--- config.mk ---
export PLATFORM = sky130hd
export DESIGN_NAME = b2g_pipe
export DESIGN_NICKNAME = d
export VERILOG_FILES = /design/src/rtl/b2g_pkg.sv /design/src/rtl/b2g_fifo2.sv /design/src/rtl/b2g_pipe.sv
export SDC_FILE = /design/constraint.sdc
export NUM_CORES = 1
export LEC_CHECK = 0
export ABC_CLOCK_PERIOD_IN_PS = 2470
export BUFFER_PORTS_ARGS = -buffer_cell sky130_fd_sc_hd__buf_4
export CAP_MARGIN = 25
export CORE_UTILIZATION = 32
export DETAILED_ROUTE_END_ITERATION = 16
export SYNTH_ARGS = -nofsm -noshare
export SYNTH_HDL_FRONTEND = slang
export SYNTH_SLANG_ARGS = --single-unit
export TNS_END_PERCENT = 20
--- constraint.sdc ---
create_clock -name clk -period 2.47 [get_ports clk]
set_input_delay 0 -clock clk [delete_from_list [all_inputs] [get_ports clk]]
set_output_delay 0 -clock clk [all_outputs]
set_load 0.02 [all_outputs]
--- src/rtl/b2g_pkg.sv ---
// Shared constants, entry type and encode helpers for the binary-to-Gray pipe.
package b2g_pkg;

  localparam int B2G_WIDTH = 5;
  // Helpers work on a wide vector; callers zero-extend and truncate with casts.
  localparam int B2G_MAXW  = 32;

  typedef struct packed {
    logic [B2G_WIDTH-1:0] gray;
    logic                 step;
  } b2g_entry_t;

  // MSB passes through; every other bit is XORed with its upper neighbour.
  function automatic logic [B2G_MAXW-1:0] bin2gray(input logic [B2G_MAXW-1:0] bin);
    return bin ^ (bin >> 1);
  endfunction

  // True when exactly one bit is set: nonzero and a power of two.
  function automatic logic popcount_is_one(input logic [B2G_MAXW-1:0] vec);
    return (vec != '0) && ((vec & (vec - B2G_MAXW'(1))) == '0);
  endfunction

endpackage

--- src/rtl/b2g_fifo2.sv ---
// Generic 2-entry synchronous FIFO with occupancy, full and empty flags.
module b2g_fifo2 #(
  parameter int DW = 8
) (
  input  logic          clk,
  input  logic          rst,
  input  logic          wr_en,
  input  logic [DW-1:0] wr_data,
  input  logic          rd_en,
  output logic [DW-1:0] rd_data,
  output logic [1:0]    count,
  output logic          full,
  output logic          empty
);

  logic [1:0][DW-1:0] mem;
  logic               wr_ptr, rd_ptr;
  logic [1:0]         cnt;
  logic               wr_ok, rd_ok;

  assign full    = (cnt == 2'd2);
  assign empty   = (cnt == 2'd0);
  assign count   = cnt;
  assign wr_ok   = wr_en && !full;
  assign rd_ok   = rd_en && !empty;
  // Raw head slot; the consumer masks it when empty.
  assign rd_data = mem[rd_ptr];

  // Storage, pointers and occupancy; a write and a read in one cycle leave cnt unchanged.
  always_ff @(posedge clk or posedge rst) begin
    if (rst) begin
      mem    <= '0;
      wr_ptr <= 1'b0;
      rd_ptr <= 1'b0;
      cnt    <= 2'd0;
    end else begin
      if (wr_ok) begin
        mem[wr_ptr] <= wr_data;
        wr_ptr      <= ~wr_ptr;
      end
      if (rd_ok) rd_ptr <= ~rd_ptr;
      case ({wr_ok, rd_ok})
        2'b10:   cnt <= cnt + 2'd1;
        2'b01:   cnt <= cnt - 2'd1;
        default: cnt <= cnt;
      endcase
    end
  end

endmodule

--- src/rtl/b2g_pipe.sv ---
// Streaming binary-to-Gray encoder with single-bit-step tagging and a 2-deep output buffer.
module b2g_pipe
  import b2g_pkg::*;
#(
  parameter int WIDTH = B2G_WIDTH,
  parameter int CNT_W = 8
) (
  input  logic             clk,
  input  logic             rst,
  input  logic             in_valid,
  input  logic [WIDTH-1:0] in_binary,
  output logic             in_ready,
  output logic             out_valid,
  output logic [WIDTH-1:0] out_gray,
  output logic             out_step,
  input  logic             out_ready,
  output logic [CNT_W-1:0] word_cnt
);

  typedef struct packed {
    logic [WIDTH-1:0] gray;
    logic             step;
  } entry_t;

  logic             push, pop;
  logic [WIDTH-1:0] gray_in, prev_gray;
  logic             step_in;
  entry_t           wr_ent, head;
  logic [1:0]       count;
  logic             full, empty;

  // Ready depends only on occupancy, never on out_ready: no pass-through when full.
  assign in_ready  = !rst && !full;
  assign out_valid = (count != 2'd0);
  assign push      = in_valid && in_ready;
  assign pop       = out_valid && out_ready;

  // Encode at write time; in_binary only reaches state through a push.
  assign gray_in = WIDTH'(bin2gray(B2G_MAXW'(in_binary)));
  assign step_in = popcount_is_one(B2G_MAXW'(gray_in ^ prev_gray));
  assign wr_ent  = '{gray: gray_in, step: step_in};

  b2g_fifo2 #(.DW(WIDTH + 1)) u_fifo (
    .clk     (clk),
    .rst     (rst),
    .wr_en   (push),
    .wr_data (wr_ent),
    .rd_en   (pop),
    .rd_data (head),
    .count   (count),
    .full    (full),
    .empty   (empty)
  );

  // Stale slot contents stay hidden while the buffer is empty.
  assign out_gray = empty ? '0 : head.gray;
  assign out_step = empty ? 1'b0 : head.step;

  // Remember the Gray value of the last accepted word for adjacency tagging.
  always_ff @(posedge clk or posedge rst) begin
    if (rst)       prev_gray <= '0;
    else if (push) prev_gray <= gray_in;
  end

  // Count consumed words; wraps naturally at 2^CNT_W.
  always_ff @(posedge clk or posedge rst) begin
    if (rst)      word_cnt <= '0;
    else if (pop) word_cnt <= word_cnt + CNT_W'(1);
  end

endmodule

# Word-level counts from Yosys, hierarchy flattened
# Cells that the tools add are included.
dict set report op_classes {
  n_eq_ne 3
  magnitude_cmp 3
  shifts 0
  n_div 0
  mul 0
  addsub 4
  n_bitwise 5
  mux 8
  n_reduce_logical 15
}
# op n
set op_table {}
lappend op_table {{5-bit by 32-bit AND with 32-bit output} 1}
lappend op_table {{32-bit zero test} 1}
lappend op_table {{32-bit nonzero test} 1}
lappend op_table {{6-bit 2-to-1 mux} 3}
lappend op_table {{12-bit bitwise mux} 1}
lappend op_table {{8-bit by 1-bit adder with 8-bit output, second input constant} 1}
lappend op_table {{1-bit logical AND} 7}
lappend op_table {{6-bit demux with 1-bit select} 1}
lappend op_table {{5-bit by 1-bit subtractor with 6-bit output, second input constant} 1}
lappend op_table {{5-bit 2-to-1 mux} 1}
lappend op_table {{5-bit by 4-bit XOR with 5-bit output} 1}
lappend op_table {{5-bit XOR} 1}
lappend op_table {{2-bit equality test, second input constant} 2}
lappend op_table {{1-bit by 2-bit < comparator with 1-bit output, second input constant} 2}
lappend op_table {{2-bit case mux with 2 select lines} 1}
lappend op_table {{2-bit nonzero test} 2}
lappend op_table {{1-bit zero test} 3}
lappend op_table {{2-bit by 1-bit adder with 2-bit output, second input constant} 1}
lappend op_table {{2-bit by 1-bit equality test with 1-bit output, second input constant} 1}
lappend op_table {{2-bit zero test} 1}
lappend op_table {{1-bit NOT} 2}
lappend op_table {{2-bit by 1-bit subtractor with 2-bit output, second input constant} 1}
lappend op_table {{1-bit greater-or-equal comparator, second input constant} 1}
lappend op_table {{1-bit 2-to-1 mux} 1}
dict set report totals {
  mem_bits_ro 0
  mem_count 0
  ram_bits 0
  wordCells 45
  register_bits 29
  latchBits 0
  inputBits 9
}

# Longest topological paths before layout
dict set report logic_depth {
  ltp_word 7
  mapped_depth 8
}

# Modules after synthesis
# A second synthesis with hierarchy kept.
dict set report unflattened {
  cells_unflattened 128
  hier_area_um2 1536.5
}
# mod instances area_per_inst_um2 cells_each seq_area_each_um2
set by_module_without_submodules {}
lappend by_module_without_submodules {b2g_pipe 1 778.2 77 325.3}
lappend by_module_without_submodules {b2g_fifo2 1 758.2 51 400.4}

# Worst setup path before layout
# Ideal clock, no wire load.
dict set report synth_path {
  path_kind {register to register}
  start {reg u_fifo.cnt[0], in the netlist u_fifo.count[0]}
  end {reg u_fifo.cnt[1], in the netlist u_fifo.count[1]}
  synth_period_minus_slack_ns 1.851
  path_stages_with_launch 9
  path_slack_ns 0.619
  n_path_buf 1
  arrival_time_ns 1.728
  cell_sequence {dfrtp_1 > buf_6 > inv_2 > a21oi_1 > nand2_1 > ha_1 > xnor2_1 > nor2_1 > xnor2_1}
}
dict set report synth_via {
  elab_chain_len 7
}
# element line
set synth_rtl {}
lappend synth_rtl {{start: declaration} b2g_fifo2.sv:18} ;# logic [1:0] cnt;
lappend synth_rtl {{start signal: assignment} b2g_fifo2.sv:43} ;# 2'b10: cnt <= cnt + 2'd1;
lappend synth_rtl {{start signal: assignment} b2g_fifo2.sv:44} ;# 2'b01: cnt <= cnt - 2'd1;
lappend synth_rtl {{start signal: assignment} b2g_fifo2.sv:45} ;# default: cnt <= cnt;
lappend synth_rtl {{2-bit equality test *} b2g_fifo2.sv:21} ;# assign full = (cnt == 2'd2);
lappend synth_rtl {{1-bit zero test *} b2g_pipe.sv:33} ;# assign in_ready = !rst && !full;
lappend synth_rtl {{1-bit logical AND *} b2g_pipe.sv:33}
lappend synth_rtl {{net in_ready} b2g_pipe.sv:12} ;# output logic in_ready,
lappend synth_rtl {{1-bit logical AND *} b2g_pipe.sv:35} ;# assign push = in_valid && in_ready;
lappend synth_rtl {{1-bit logical AND *} b2g_fifo2.sv:24} ;# assign wr_ok = wr_en && !full;
lappend synth_rtl {{2-bit by 1-bit equality test with 1-bit output or 2-bit equality test (tied branches)} b2g_fifo2.sv:42} ;# case ({wr_ok, rd_ok})
lappend synth_rtl {{2-bit case mux with 2 select lines or 2-bit nonzero test (tied branches)} -}
# The timed path passes the listed nets; every way through them passes the cells marked *.
# A chain may end at the register's enable or synchronous reset.

# Worst setup path in the final report
dict set report layout_path {
  start {reg u_fifo.cnt[0], in the netlist u_fifo.count[0]}
  end {reg u_fifo.cnt[1], in the netlist u_fifo.count[1]}
}
dict set report layout_via {
  elab_chain_len 7
}
# element line
set layout_rtl {}
lappend layout_rtl {{2-bit equality test} b2g_fifo2.sv:21}
lappend layout_rtl {{1-bit zero test} {b2g_fifo2.sv:24, b2g_pipe.sv:33}}
lappend layout_rtl {{1-bit logical AND} b2g_pipe.sv:33}
lappend layout_rtl {{1-bit logical AND} b2g_pipe.sv:35}
lappend layout_rtl {{1-bit logical AND} b2g_fifo2.sv:24}
lappend layout_rtl {{2-bit by 1-bit equality test with 1-bit output or 2-bit equality test (tied branches)} b2g_fifo2.sv:42}
lappend layout_rtl {{2-bit case mux with 2 select lines or 2-bit nonzero test (tied branches)} -}
# Several ways; a longest one is shown, not always the timed one.

==> flow_metrics.tcl <==
set metrics [dict create \
    finalSetupViolations 0 \
    met1_usage_pct 16.2 \
    insertion_delay_ps 280 \
    core_area_um2 4350 \
    grt_pass1_vias 1085 \
    critPathCaptureType "flip-flop" \
    synth-seq-cells 29 \
    hpwl_mm 2.14 \
    dieArea_um2 4820 \
    avgSynthCellArea_um2 11.9 \
    syn_area_um2 1460 \
    cpMostUsedCell "xnor2_1" \
    cts_max_level 2 \
    n_fill_cell 431 \
    vias_per_cell 4.86 \
    drt_iter0_markers 31 \
    critPathTopFamily "flip-flops" \
    worstPathCellList "inv_2, a21oi_1, nand2_1, ha_1, xnor2_1, nor2_1, xnor2_1" \
    syn_nets 133 \
    worstPathRequired_ps 2630 \
    wire_per_inst_um 14.4 \
    n_antenna_cell 0 \
    tightest_slew_ps 544 \
    path_clk_slew_ps 60 \
    rsz0062_at_grt "no" \
    routabilityCongestion 0.703 \
    placed_area_um2 1690 \
    status "finished, final reports clean" \
    grt_max_degree 30 \
    num_vias 997 \
    drtAntennaViolNets 0 \
    power.leakage_uw 0.000821 \
    layout_commonest_cell "dfrtp_1" \
    grt_pass1_wl_mm 5.02 \
    mostFrequentLayoutCells "dfrtp_1, buf_4, mux2_2" \
    timing.final.crit_share_pct 74.1 \
    vdd_ir_drop_max_mv 0.413 \
    cp.arrival_ps 1990 \
    use_met2_pct 22.2 \
    track_usage_pct 13.7 \
    fin_nets 163 \
    timing.final.crit_period_ps 1830 \
    crit_fanout 7 \
    final_area_um2 1780 \
    finClkSkew_ps 2.70 \
    cts.sinks 29 \
    synthArstFlopShare_pct 100 \
    finalHoldViolCount 0 \
    min_path_type "in -> reg" \
    cts-resized-gates 0 \
    antenna_found_initial 0 \
    initial_utilization_pct 33.4 \
    die_w_um 69.5 \
    dr.pass1.iters 4 \
    routed_wl_mm 2.95 \
    drcViolationCount 0 \
    whs_ps 28.3 \
    area_growth_pct 22.3 \
    drv_cap 0 \
    grt_util_met3_pct 3.92 \
    tns_ps 0 \
    utilization_pct 40.9 \
    maxSlewViolCount 0 \
    boundaryPins 25 \
    grt.busiest_layer "met2" \
    cts_root_buffer "clkbuf_8" \
    crit_path_start_kind "flip-flop" \
    num_rows 24 \
    syn_inst 122 \
    grt.overflow.total 0 \
    critPathKind "reg -> reg" \
    synth_edf_count 0 \
    dieHeight_um 69.5 \
    ys_warn_count 0 \
    layout-drive-gt1-share_pct 32.0 \
    synth.distinct_cells 26 \
    ys_seq_area_share_pct 49.8 \
    crit_path_max_incr_delay_ps 490 \
    cp_num_buf_inv 1 \
    cp_slowest_cell "dfrtp_1" \
    ys.flop_type "dfrtp_1" \
    io_buffers 24 \
    numCtsBuffers 5 \
    clock_path_buffers 2 \
    cts_tree "built" \
    power_density_nw_per_um2 1340 \
    fmax_ghz 0.547 \
    relSlewSlack_pct 63.6 \
]
==> sequential cells by signal, indices dropped and copies added, names as in the netlist <==
| name | count |
|---|---|
| prev_gray | 5 |
| u_fifo.count | 2 |
| u_fifo.mem | 12 |
| u_fifo.rd_ptr | 1 |
| u_fifo.wr_ptr | 1 |
| word_cnt | 8 |
==> metal layers <==
layer | part of all wire (%) | vias up
met5 | 0 | -
met2 | 51 | 25
met1 | 43 | 493
met3 | 4.4 | 4
met4 | 1.3 | 0
li1 | - | 475
==> worst paths after layout <==
check | start | to | slack, ps | cells after the start
max | u_fifo.count[0] | u_fifo.count[1] | 640 | 7
min | in_binary[4] | u_fifo.mem[5] | 30 | 2
max reg2reg | u_fifo.count[0] | u_fifo.count[1] | 640 | 7
min reg2reg | word_cnt[7] | word_cnt[7] | 490 | 1
max in group asynchronous | rst | word_cnt[6] | 1760 | 4
min in group asynchronous | rst | u_fifo.mem[0] | 440 | 4
==> cells in the mapped netlist, types with 2 or more instances <==
master,instances,share of area [%]
a31oi_1,2,0.86
and3_1,2,0.86
clkbuf_1,2,0.52
dfrtp_1,29,50
ha_1,2,1.7
inv_1,6,1.5
mux2_2,15,12
mux2i_1,6,4.1
nand2_1,6,1.5
nand3_1,2,0.69
nand4_1,2,0.86
nor2_1,10,2.6
nor3_1,2,0.69
xnor2_1,14,8.4
xor2_1,11,6.6
==> per-stage QoR <==
| stage | std cells | total power [uW] | setup WS [ps] |
|---|---|---|---|
| 2_1_floorplan | 122 | 1670 | 619 |
| 3_3_place_gp | 196 | 2000 | 781 |
| 3_5_place_dp | 196 | 2050 | 643 |
| 4_1_cts | 205 | 2440 | 622 |
| 5_1_grt | 205 | 2560 | 526 |
| 6_report | 205 | 2390 | 641 |
==> worst reg2reg max path, delay by kind of cell, from the launching register on <==
kind / cells / cell delay, ps
flip-flops: 1 / 490
AND/OR/NAND/NOR: 2 / 330
XOR/XNOR: 2 / 290
AO/OA/AOI/OAI: 1 / 220
adder cells (fa/ha/maj): 1 / 290
buffers and inverters: 1 / 90
==> power by group <==
part	total, uW	leakage [uW]	internal (uW)	switching [uW]
Sequential	928	0.000350	700	228
Clock	367	0.0000395	200	168
Combinational	1100	0.000432	544	555
==> final cells by class <==
class	instances	area (um2)	share of cell area (%)
Tap cell	52	65.1	3.65
Sequential cell	29	726	40.8
Inverter	7	26.3	1.48
Multi-Input combinational cell	83	686	38.5
Timing Repair Buffer	26	198	11.1
Clock buffer	8	80.1	4.50
==> repair_timing <==
item | in CTS | in global routing
hold endpoints to repair | 29 | 0
setup buffers | 0 | 0
hold buffers | 1 | 0
==> logic make-up after synthesis <==
family | share of synthesized area (%)
AOI/OAI and AO/OA | 5.84
xor gates and xnor gates | 15.0
adders and majority gates | 1.72
buffers and inverters | 3.09
DFF | 49.8
muxes | 15.7
and+or+nand+nor | 8.76
(Power assumes the default switching activity.)
